[src/rtl/sm_pkg.sv]
// Shared types and helpers for the pipelined sign-magnitude adder/accumulator.
package sm_pkg;

    typedef enum logic [1:0] {
        SM_ADD = 2'd0,
        SM_SUB = 2'd1,
        SM_ACC = 2'd2,
        SM_CLR = 2'd3
    } sm_op_e;

    localparam logic SM_SIGN_POS = 1'b0;
    localparam int   SM_STAGES   = 2;

    // Callers size-cast their magnitude to 64 bits so one helper covers any width.
    function automatic logic sm_is_zero(input logic [63:0] mag);
        return mag == 64'd0;
    endfunction

endpackage

[src/rtl/sm_magcore.sv]
// Combinational sign-magnitude core: one adder chain serves both add and
// subtract; a negative difference is fixed up by invert-and-increment.
module sm_magcore
    import sm_pkg::*;
#(
    parameter int M   = 7,
    parameter bit SAT = 1'b1
) (
    input  logic         sa,
    input  logic [M-1:0] ma,
    input  logic         sb,
    input  logic [M-1:0] mb,
    output logic         sy,
    output logic [M-1:0] my,
    output logic         ovf
);

    logic         diff;
    logic [M-1:0] opb;
    logic [M-1:0] sum;
    logic [M-1:0] neg;
    logic [M:0]   c;

    assign diff = sa ^ sb;
    assign opb  = mb ^ {M{diff}};
    assign c[0] = diff;

    for (genvar i = 0; i < M; i++) begin : g_fa
        assign sum[i]   = ma[i] ^ opb[i] ^ c[i];
        assign c[i+1]   = (ma[i] & opb[i]) | (c[i] & (ma[i] ^ opb[i]));
    end

    assign neg = ~sum + {{(M-1){1'b0}}, 1'b1};

    // With differing signs the carry out means ma >= mb, so no fix-up is needed.
    always_comb begin
        sy  = sa;
        my  = sum;
        ovf = 1'b0;
        if (!diff) begin
            ovf = c[M];
            if (c[M] && SAT)
                my = '1;
        end else if (!c[M]) begin
            my = neg;
            sy = sb;
        end
        if (sm_is_zero(64'(my)))
            sy = SM_SIGN_POS;
    end

endmodule

[src/rtl/sm_addsub_pipe.sv]
// Two-stage sign-magnitude add/sub/accumulate pipeline with valid/ready on
// both sides; the accumulator lives alongside the output register.
module sm_addsub_pipe
    import sm_pkg::*;
#(
    parameter int W   = 8,
    parameter bit SAT = 1'b1
) (
    input  logic         clk,
    input  logic         reset_n,
    input  logic         in_valid,
    output logic         in_ready,
    input  logic [1:0]   op,
    input  logic [W-1:0] a,
    input  logic [W-1:0] b,
    output logic         out_valid,
    input  logic         out_ready,
    output logic [W-1:0] y,
    output logic         ovf
);

    localparam int M = W - 1;

    logic [SM_STAGES:1] vld_pipe;
    sm_op_e             s1_op;
    logic [W-1:0]       s1_a, s1_b, acc;
    logic               adv, accept;
    logic               a_sign, b_sign;
    logic [W-1:0]       opnd, res_y;
    logic               res_ovf, c_sy, c_ovf;
    logic [M-1:0]       c_my;

    assign out_valid = vld_pipe[SM_STAGES];
    assign adv       = !vld_pipe[SM_STAGES] || out_ready;
    assign in_ready  = !vld_pipe[1] || adv;
    assign accept    = in_valid && in_ready;

    // Zero magnitudes enter as +0; SUB is folded into an ADD with b negated.
    assign a_sign = sm_is_zero(64'(a[M-1:0])) ? SM_SIGN_POS : a[W-1];
    assign b_sign = sm_is_zero(64'(b[M-1:0])) ? SM_SIGN_POS
                                               : (b[W-1] ^ (sm_op_e'(op) == SM_SUB));

    // acc is read here rather than in stage 1, so chained ACCs see the fresh value.
    assign opnd = (s1_op == SM_ACC) ? acc : s1_b;

    sm_magcore #(.M(M), .SAT(SAT)) u_core (
        .sa  (s1_a[W-1]),
        .ma  (s1_a[M-1:0]),
        .sb  (opnd[W-1]),
        .mb  (opnd[M-1:0]),
        .sy  (c_sy),
        .my  (c_my),
        .ovf (c_ovf)
    );

    assign res_y   = (s1_op == SM_CLR) ? '0 : {c_sy, c_my};
    assign res_ovf = (s1_op != SM_CLR) && c_ovf;

    always_ff @(posedge clk or negedge reset_n) begin
        if (!reset_n) begin
            vld_pipe <= '0;
            s1_op    <= SM_ADD;
            s1_a     <= '0;
            s1_b     <= '0;
            y        <= '0;
            ovf      <= 1'b0;
            acc      <= '0;
        end else begin
            if (in_ready) begin
                vld_pipe[1] <= in_valid;
                if (accept) begin
                    s1_op <= sm_op_e'(op);
                    s1_a  <= {a_sign, a[M-1:0]};
                    s1_b  <= {b_sign, b[M-1:0]};
                end
            end
            if (adv) begin
                vld_pipe[SM_STAGES] <= vld_pipe[1];
                if (vld_pipe[1]) begin
                    y   <= res_y;
                    ovf <= res_ovf;
                    if (s1_op == SM_ACC || s1_op == SM_CLR)
                        acc <= res_y;
                end
            end
        end
    end

endmodule
[config.mk]
export PLATFORM = sky130hd
export DESIGN_NAME = sm_addsub_pipe
export DESIGN_NICKNAME = d
export VERILOG_FILES = /design/src/rtl/sm_pkg.sv /design/src/rtl/sm_magcore.sv /design/src/rtl/sm_addsub_pipe.sv
export SDC_FILE = /design/constraint.sdc
export NUM_CORES = 1
export LEC_CHECK = 0
export ABC_AREA = 1
export BUFFER_PORTS_ARGS = -buffer_cell sky130_fd_sc_hd__buf_2
export CELL_PAD_IN_SITES_DETAIL_PLACEMENT = 0
export CELL_PAD_IN_SITES_GLOBAL_PLACEMENT = 1
export CORE_MARGIN = 5
export CORE_UTILIZATION = 30
export CTS_BUF_LIST = sky130_fd_sc_hd__clkbuf_8
export DETAILED_ROUTE_END_ITERATION = 10
export HOLD_SLACK_MARGIN = 0.15
export MAX_ROUTING_LAYER = met4
export PLACE_DENSITY = 0.64
export SYNTH_ARGS = -nofsm -noshare
export SYNTH_HDL_FRONTEND = slang
export SYNTH_SLANG_ARGS = --single-unit
[constraint.sdc]
create_clock -name clk -period 9.65 [get_ports clk]
set_input_delay 0.4825 -clock clk [delete_from_list [all_inputs] [get_ports clk]]
set_output_delay 0.4825 -clock clk [all_outputs]
set_load 0.005 [all_outputs]
==> flow_summary.toml, run 1 <==
[power]
share_comb_of_total_power_pct = 59.7
sequentialPowerShare_pct = 27.9
switchingPower_uw = 386.3
power_per_cell_area_nw_per_um2 = 320.5
total_leakage_power_uw = 0.001310
worst_case_vdd_ir_drop_mv = 0.09512
power.switching_fraction_pct = 47.68
power.share.clock_pct = 12.4
cellInternalPower_uw = 423.8

[clocking]
tritoncts = "built"
ctsRootBufferMaster = "clkbuf_8"
cts_max_level = 2
cts_resized = 0
cts_setup_buffers = 0
clock_latency_ns = 0.28
cts_hold_repair.buffers = 0
cts-buffers-inserted = 5
cts_buffer_depth = 2
clkSinkCount = 37
clock_transition_at_the_register_clock_pins_on_the_worst_setup_and_hold_paths_after_cts_ns = 0.07

[sta]
maxSlewViolCount = 0
finalClockSkew_ns = 0.003506
fmaxAchievable_mhz = 218.3
min_period_over_period_pct = 47.46
rsz0062_at_grt = "no"
fin_crit_ns = 4.580
timing.final.setup_violations = 0
worst-slew-pin-transition_ns = 0.8424
slew-limit-headroom_pct = 43.84
setup_total_neg_slack_ns = 0
timing.final.hold_violations = 0

[setup_path]
critical_path_buf_inv_count = 5
path_class = "flop to flop"
cp_data_required_time_ns = 9.83
path_cells = "inv_1, nand2_2, nand2_1, nand3_2, nand2_4, xor2_1, fa_1, fa_1, inv_1, fa_1, fa_1, inv_1, fa_1, fa_1, clkinv_1, o21ai_1, nand2_1, nand2_1, inv_1, nand3_2, nor2_2, nand2_1, nand3_1, nand2_1"
path_max_fanout = 14
crit_path_top_delay_cell = "fa_1"
cp_slowest_stage_delay_ns = 0.52
cp.arrival_ns = 4.76
end_kind = "flop"
cpMostUsedCell = "fa_1"
critical-path-top-delay-family = "adder cells"
setup.worst_path.start_class = "flop"

[finish]
final_cells = 409
fin_util_pct = 35.03
syn_to_final_growth_pct = 14.06
final_net_count = 338
post_route_cells_drive_above_1_share_pct = 19.35
layout.cells.most_common = "nand2_1"
most_frequent_cells_in_the_layout = "nand2_1, inv_1, dfrtp_1"
diodes = 0

[synthesis]
synth_edf_count = 0
ys_types = 30
synth-main-ff-cell = "dfrtp_1"
synth_cells = 277
syn-cell-area_um2 = 2216
async_reset_ff_share_pct = 100.0
postSynthRegisterBits = 37
synth_sequential_area_ratio_pct = 41.78
postSynthAreaPerCell_um2 = 8.000
synth_nets = 306
yosysWarningCount = 0

[route]
wl_per_cell_um = 12.66
firstDrtPassIters = 4
routed-via-count = 1802
totalWireLength_um = 5176
ant_nets = 0
total_drc_errors_in_the_routed_layout = 0
number_of_vias_per_cell = 4.406
dr_iter_0_viols = 81

[flow_run]
timing.max_cap.violations = 0

[floorplan]
top_level_ports = 33
floorplan.initialDensity_pct = 30.71
die-height_um = 95.95
std_cell_rows = 31
floorplan.die.width_um = 95.95
die-area_um2 = 9205
core_area_um2 = 7214

[placed_design]
place.port_buffers = 32
dp_hpwl_um = 4046
place_congestion = 0.7672
place.detailed.instances = 401

[global_route]
grt_overflow_total = 0
groute.usage.overall_pct = 13.17
grt_first_pass_wirelength_um = 9128
first_global_vias = 1808
grt_max_degree = 38
antenna_found_initial = 0

[outcome]
status = "finished, final reports clean"

[worst_hold_path]
min_delay_worst_type = "primary input to asynchronous set/reset pin"
## logic make-up after synthesis
logic type	after synthesis	synth area share (%)
xor gates and xnor gates	7	2.767
DFF	37	41.78
buffers and inverters	46	8.977
AOI/OAI and AO/OA	42	10.39
and+or+nand+nor	138	30.10
adders and majority gates	7	5.985
## layout make-up
cell class	count	area, um^2
Tap cell	99	123.9
Clock buffer	5	68.82
Sequential cell	37	925.9
Timing Repair Buffer	32	160.2
Inverter	39	146.4
Clock inverter	3	11.26
Fill cell	804	4687
Multi-Input combinational cell	194	1091
## cells in the mapped netlist (all sizes together) (2+ instances only)
library cell / number / area share [%]
clkbuf: 4 / 0.68
buf: 3 / 1.7
nor2: 8 / 1.8
clkinv: 2 / 0.34
inv: 37 / 6.3
o21ai: 32 / 7.4
nor4: 2 / 0.56
nor3: 2 / 0.45
dfrtp: 37 / 42
fa: 6 / 5.4
xor2: 6 / 2.4
nand3: 23 / 7.8
nand2: 101 / 19
a21boi: 2 / 0.68
o22ai: 6 / 1.7
## metal layers
metal	global-route usage [%]	vias to the layer above	share of wire (%)	wire (um)
met5	-	-	0	0
met4	3.791	0	0.48	25
met3	3.049	4	5.6	288
met2	18.82	48	43	2231
met1	18.59	806	51	2630
li1	-	944	-	-
## through the flow
stage | instance area [um^2] | setup slack [ns] | hold slack, ns | total power (uW)
2_1_floorplan | 2216 | 5.590 | 0.1869 | 600.2
3_3_place_gp | 2447 | 5.110 | 0.4588 | 718.3
3_5_place_dp | 2447 | 5.068 | 0.4677 | 715.5
4_1_cts | 2527 | 5.055 | 0.3256 | 820.3
5_1_grt | 2527 | 4.589 | 0.3606 | 909.3
6_report | 2527 | 5.070 | 0.2896 | 810.1
## power groups by stage
stage	registers (uW)	logic, uW	clock network, uW
after floorplan	226	374	0
after global placement	228	490	0
after detailed placement	229	487	0
after CTS	227	489	105
after global routing	232	566	111
final	226	483	101
## flip-flops by register name (all words and copies together) (netlist names)
signal,flops
acc,8
s1_a,8
s1_b,8
y,8
s1_op,2
vld_pipe,2
ovf,1
## final timing paths
kind / startpoint / to / slack [ns] / cells after the start
max: s1_op[0] / acc[7] / 5.07 / 24
min: reset_n / s1_a[4] / 0.29 / 1
max reg2reg: s1_op[0] / acc[7] / 5.07 / 24
min reg2reg: ovf / ovf / 0.48 / 2
max in group asynchronous: reset_n / y[7] / 8.82 / 1
min in group clk: b[2] / s1_b[2] / 0.40 / 3
No activity file was read; power rests on OpenSTA's default activity.
==> run 2: changes to the inputs <==
- PLACE_DENSITY: 0.64 -> 0.66
- clock period: 9.65 -> 3.9 ns (I/O delays scaled with it)
==> run 2 against run 1 <==
Against the previous run: worst hold slack got worse by 0.12 ns; sequential cell count stayed put; sequential share of layout area decreased by 5.8 points; core utilization is 6.6 points higher; critical path type unchanged; largest cell class unchanged; largest power group unchanged; highest routed layer unchanged.
==> flow_summary.toml, run 2 (synthesis results as in run 1) <==
[sta]
worst-slew-pin-transition_ns = 0.8193
finalClockSkew_ns = 0.002569
maxSlewViolCount = 0
fin_ws_ns = 0.02583
timing.final.hold_violations = 0
min_period_over_period_pct = 99.34
timing.final.setup_violations = 0
slew-limit-headroom_pct = 45.38
setup_total_neg_slack_ns = 0
fmaxAchievable_mhz = 258.1
rsz0062_at_grt = "yes"
fin_crit_ns = 3.874

[setup_path]
end_kind = "flop"
setup.worst_path.start_class = "flop"
reg2reg_from = "s1_op[0]"
endpoint_of_the_worst_register_to_register_path = "y[7]"
worst_setup_path_startpoint = "s1_op[0]"
crit_path_top_delay_cell = "fa_2"
cp_data_required_time_ns = 4.07
cp.arrival_ns = 4.05
cp_slowest_stage_delay_ns = 0.56
crit_end = "y[7]"
regToRegSetupSlack_ns = 0.03
path_class = "flop to flop"
path_max_fanout = 8
worstRegToRegCells = 26

[finish]
final_net_count = 382
fillers = 724
post_route_cells_drive_above_1_share_pct = 31.64
most_frequent_cells_in_the_layout = "nand2_1, dfrtp_1, inv_1"
syn_to_final_growth_pct = 35.40
area_occupied_by_multi_input_gates_um2 = 1180
final-seq-area_um2 = 925.9
diodes = 0
layout.cells.most_common = "nand2_1"

[outcome]
status = "finished, final reports clean"

[global_route]
grt-busiest-layer = "met2"
first_global_vias = 1955
grt_max_degree = 38
grt_first_pass_wirelength_um = 9418
antenna_found_initial = 0
gr-usage-met2_pct = 21.48
grt.met1_usage_pct = 18.16
met3_track_usage_gr_pct = 3.284
grt_overflow_total = 0
groute.usage.overall_pct = 13.68

[floorplan]
die-area_um2 = 9205
die-height_um = 95.95
std_cell_rows = 31
floorplan.initialDensity_pct = 30.71
top_level_ports = 33
floorplan.die.width_um = 95.95
core_area_um2 = 7214

[clocking]
ctsRootBufferMaster = "clkbuf_8"
cts_buffer_depth = 2
clkSinkCount = 37
cts_max_level = 2
clock_latency_ns = 0.28
cts-buffers-inserted = 5
clock_transition_at_the_register_clock_pins_on_the_worst_setup_and_hold_paths_after_cts_ns = 0.07
tritoncts = "built"

[placed_design]
pre_cts_slack_ns = -0.1156
place_congestion = 0.8075
dp_hpwl_um = 4219
place.port_buffers = 32

[route]
total_drc_errors_in_the_routed_layout = 0
totalWireLength_um = 5465
routed-via-count = 1943
wl_per_cell_um = 12.06
dr_iter_0_viols = 96
firstDrtPassIters = 4
ant_nets = 0
number_of_vias_per_cell = 4.289

[power]
worst_case_vdd_ir_drop_mv = 0.2753
power_per_cell_area_nw_per_um2 = 778.6
total_leakage_power_uw = 0.001524

[worst_hold_path]
min_delay_worst_type = "primary input to flop"

[flow_run]
timing.max_cap.violations = 0
## run 2: worst max-delay path, delay by kind of cell (launching register included)
| family | cells | cell delay [ns] |
|---|---|---|
| buffers and inverters | 5 | 0.39 |
| AND/OR/NAND/NOR | 13 | 0.86 |
| adder cells (fa/ha/maj) | 6 | 1.97 |
| AO/OA/AOI/OAI | 2 | 0.14 |
| flip-flops | 1 | 0.39 |
## run 2: what timing repair did
item | CTS | global route
pin swaps | 3 | 5
buffers inserted | 2 | 6
gates resized for setup | 5 | 19
endpoints found under the hold margin | 49 | 0
hold buffers | 13 | 0
endpoints found under the setup margin | 8 | 10
## run 2: report_power, final
part	switching, uW	internal, uW	leakage [uW]
sequential	63.4	498	0.000455
combinational	859	670	0.00102
clock	127	119	0.0000519
total	1050	1290	0.00152
## run 2: cell type report
cell class	count	area share [%]
clock buffers	5	2.294
flip-flops and latches	37	30.86
inverters	39	5.046
multi-input cells	194	39.32
well taps	99	4.128
clock inverters	3	0.3753
repair buffers	76	17.97
## run 2: worst min path at each step
stage            start       to  slack, ns  cells after the start
3_3_place_gp   reset_n  s1_a[2]       0.35                      1
3_5_place_dp   reset_n  s1_a[4]       0.35                      1
4_1_cts           a[7]  s1_a[7]       0.17                      3
6_report          a[7]  s1_a[7]       0.17                      3
2_1_floorplan  reset_n   acc[0]      -0.10                      0
5_1_grt           b[4]  s1_b[4]       0.18                      3
## run 2: routing by layer
metal / vias up / wire length (um)
met2: 37 / 2497
met4: 0 / 21
met5: - / 0
met1: 878 / 2778
met3: 2 / 167
li1: 1026 / -
## run 2: per-stage QoR
| stage | hold WS (ns) | util (%) | power, uW | cells | instance area [um^2] |
|---|---|---|---|---|---|
| 2_1_floorplan | -0.1006 | - | 1523 | 277 | 2241 |
| 6_report | 0.1735 | 41.59 | 2336 | 453 | 3000 |
| 5_1_grt | 0.1782 | 41.59 | 2603 | 453 | 3000 |
| 3_5_place_dp | 0.3468 | 36.84 | 1992 | 424 | 2658 |
| 4_1_cts | 0.1733 | 40.13 | 2261 | 447 | 2895 |
| 3_3_place_gp | 0.3525 | 36.84 | 1984 | 424 | 2658 |
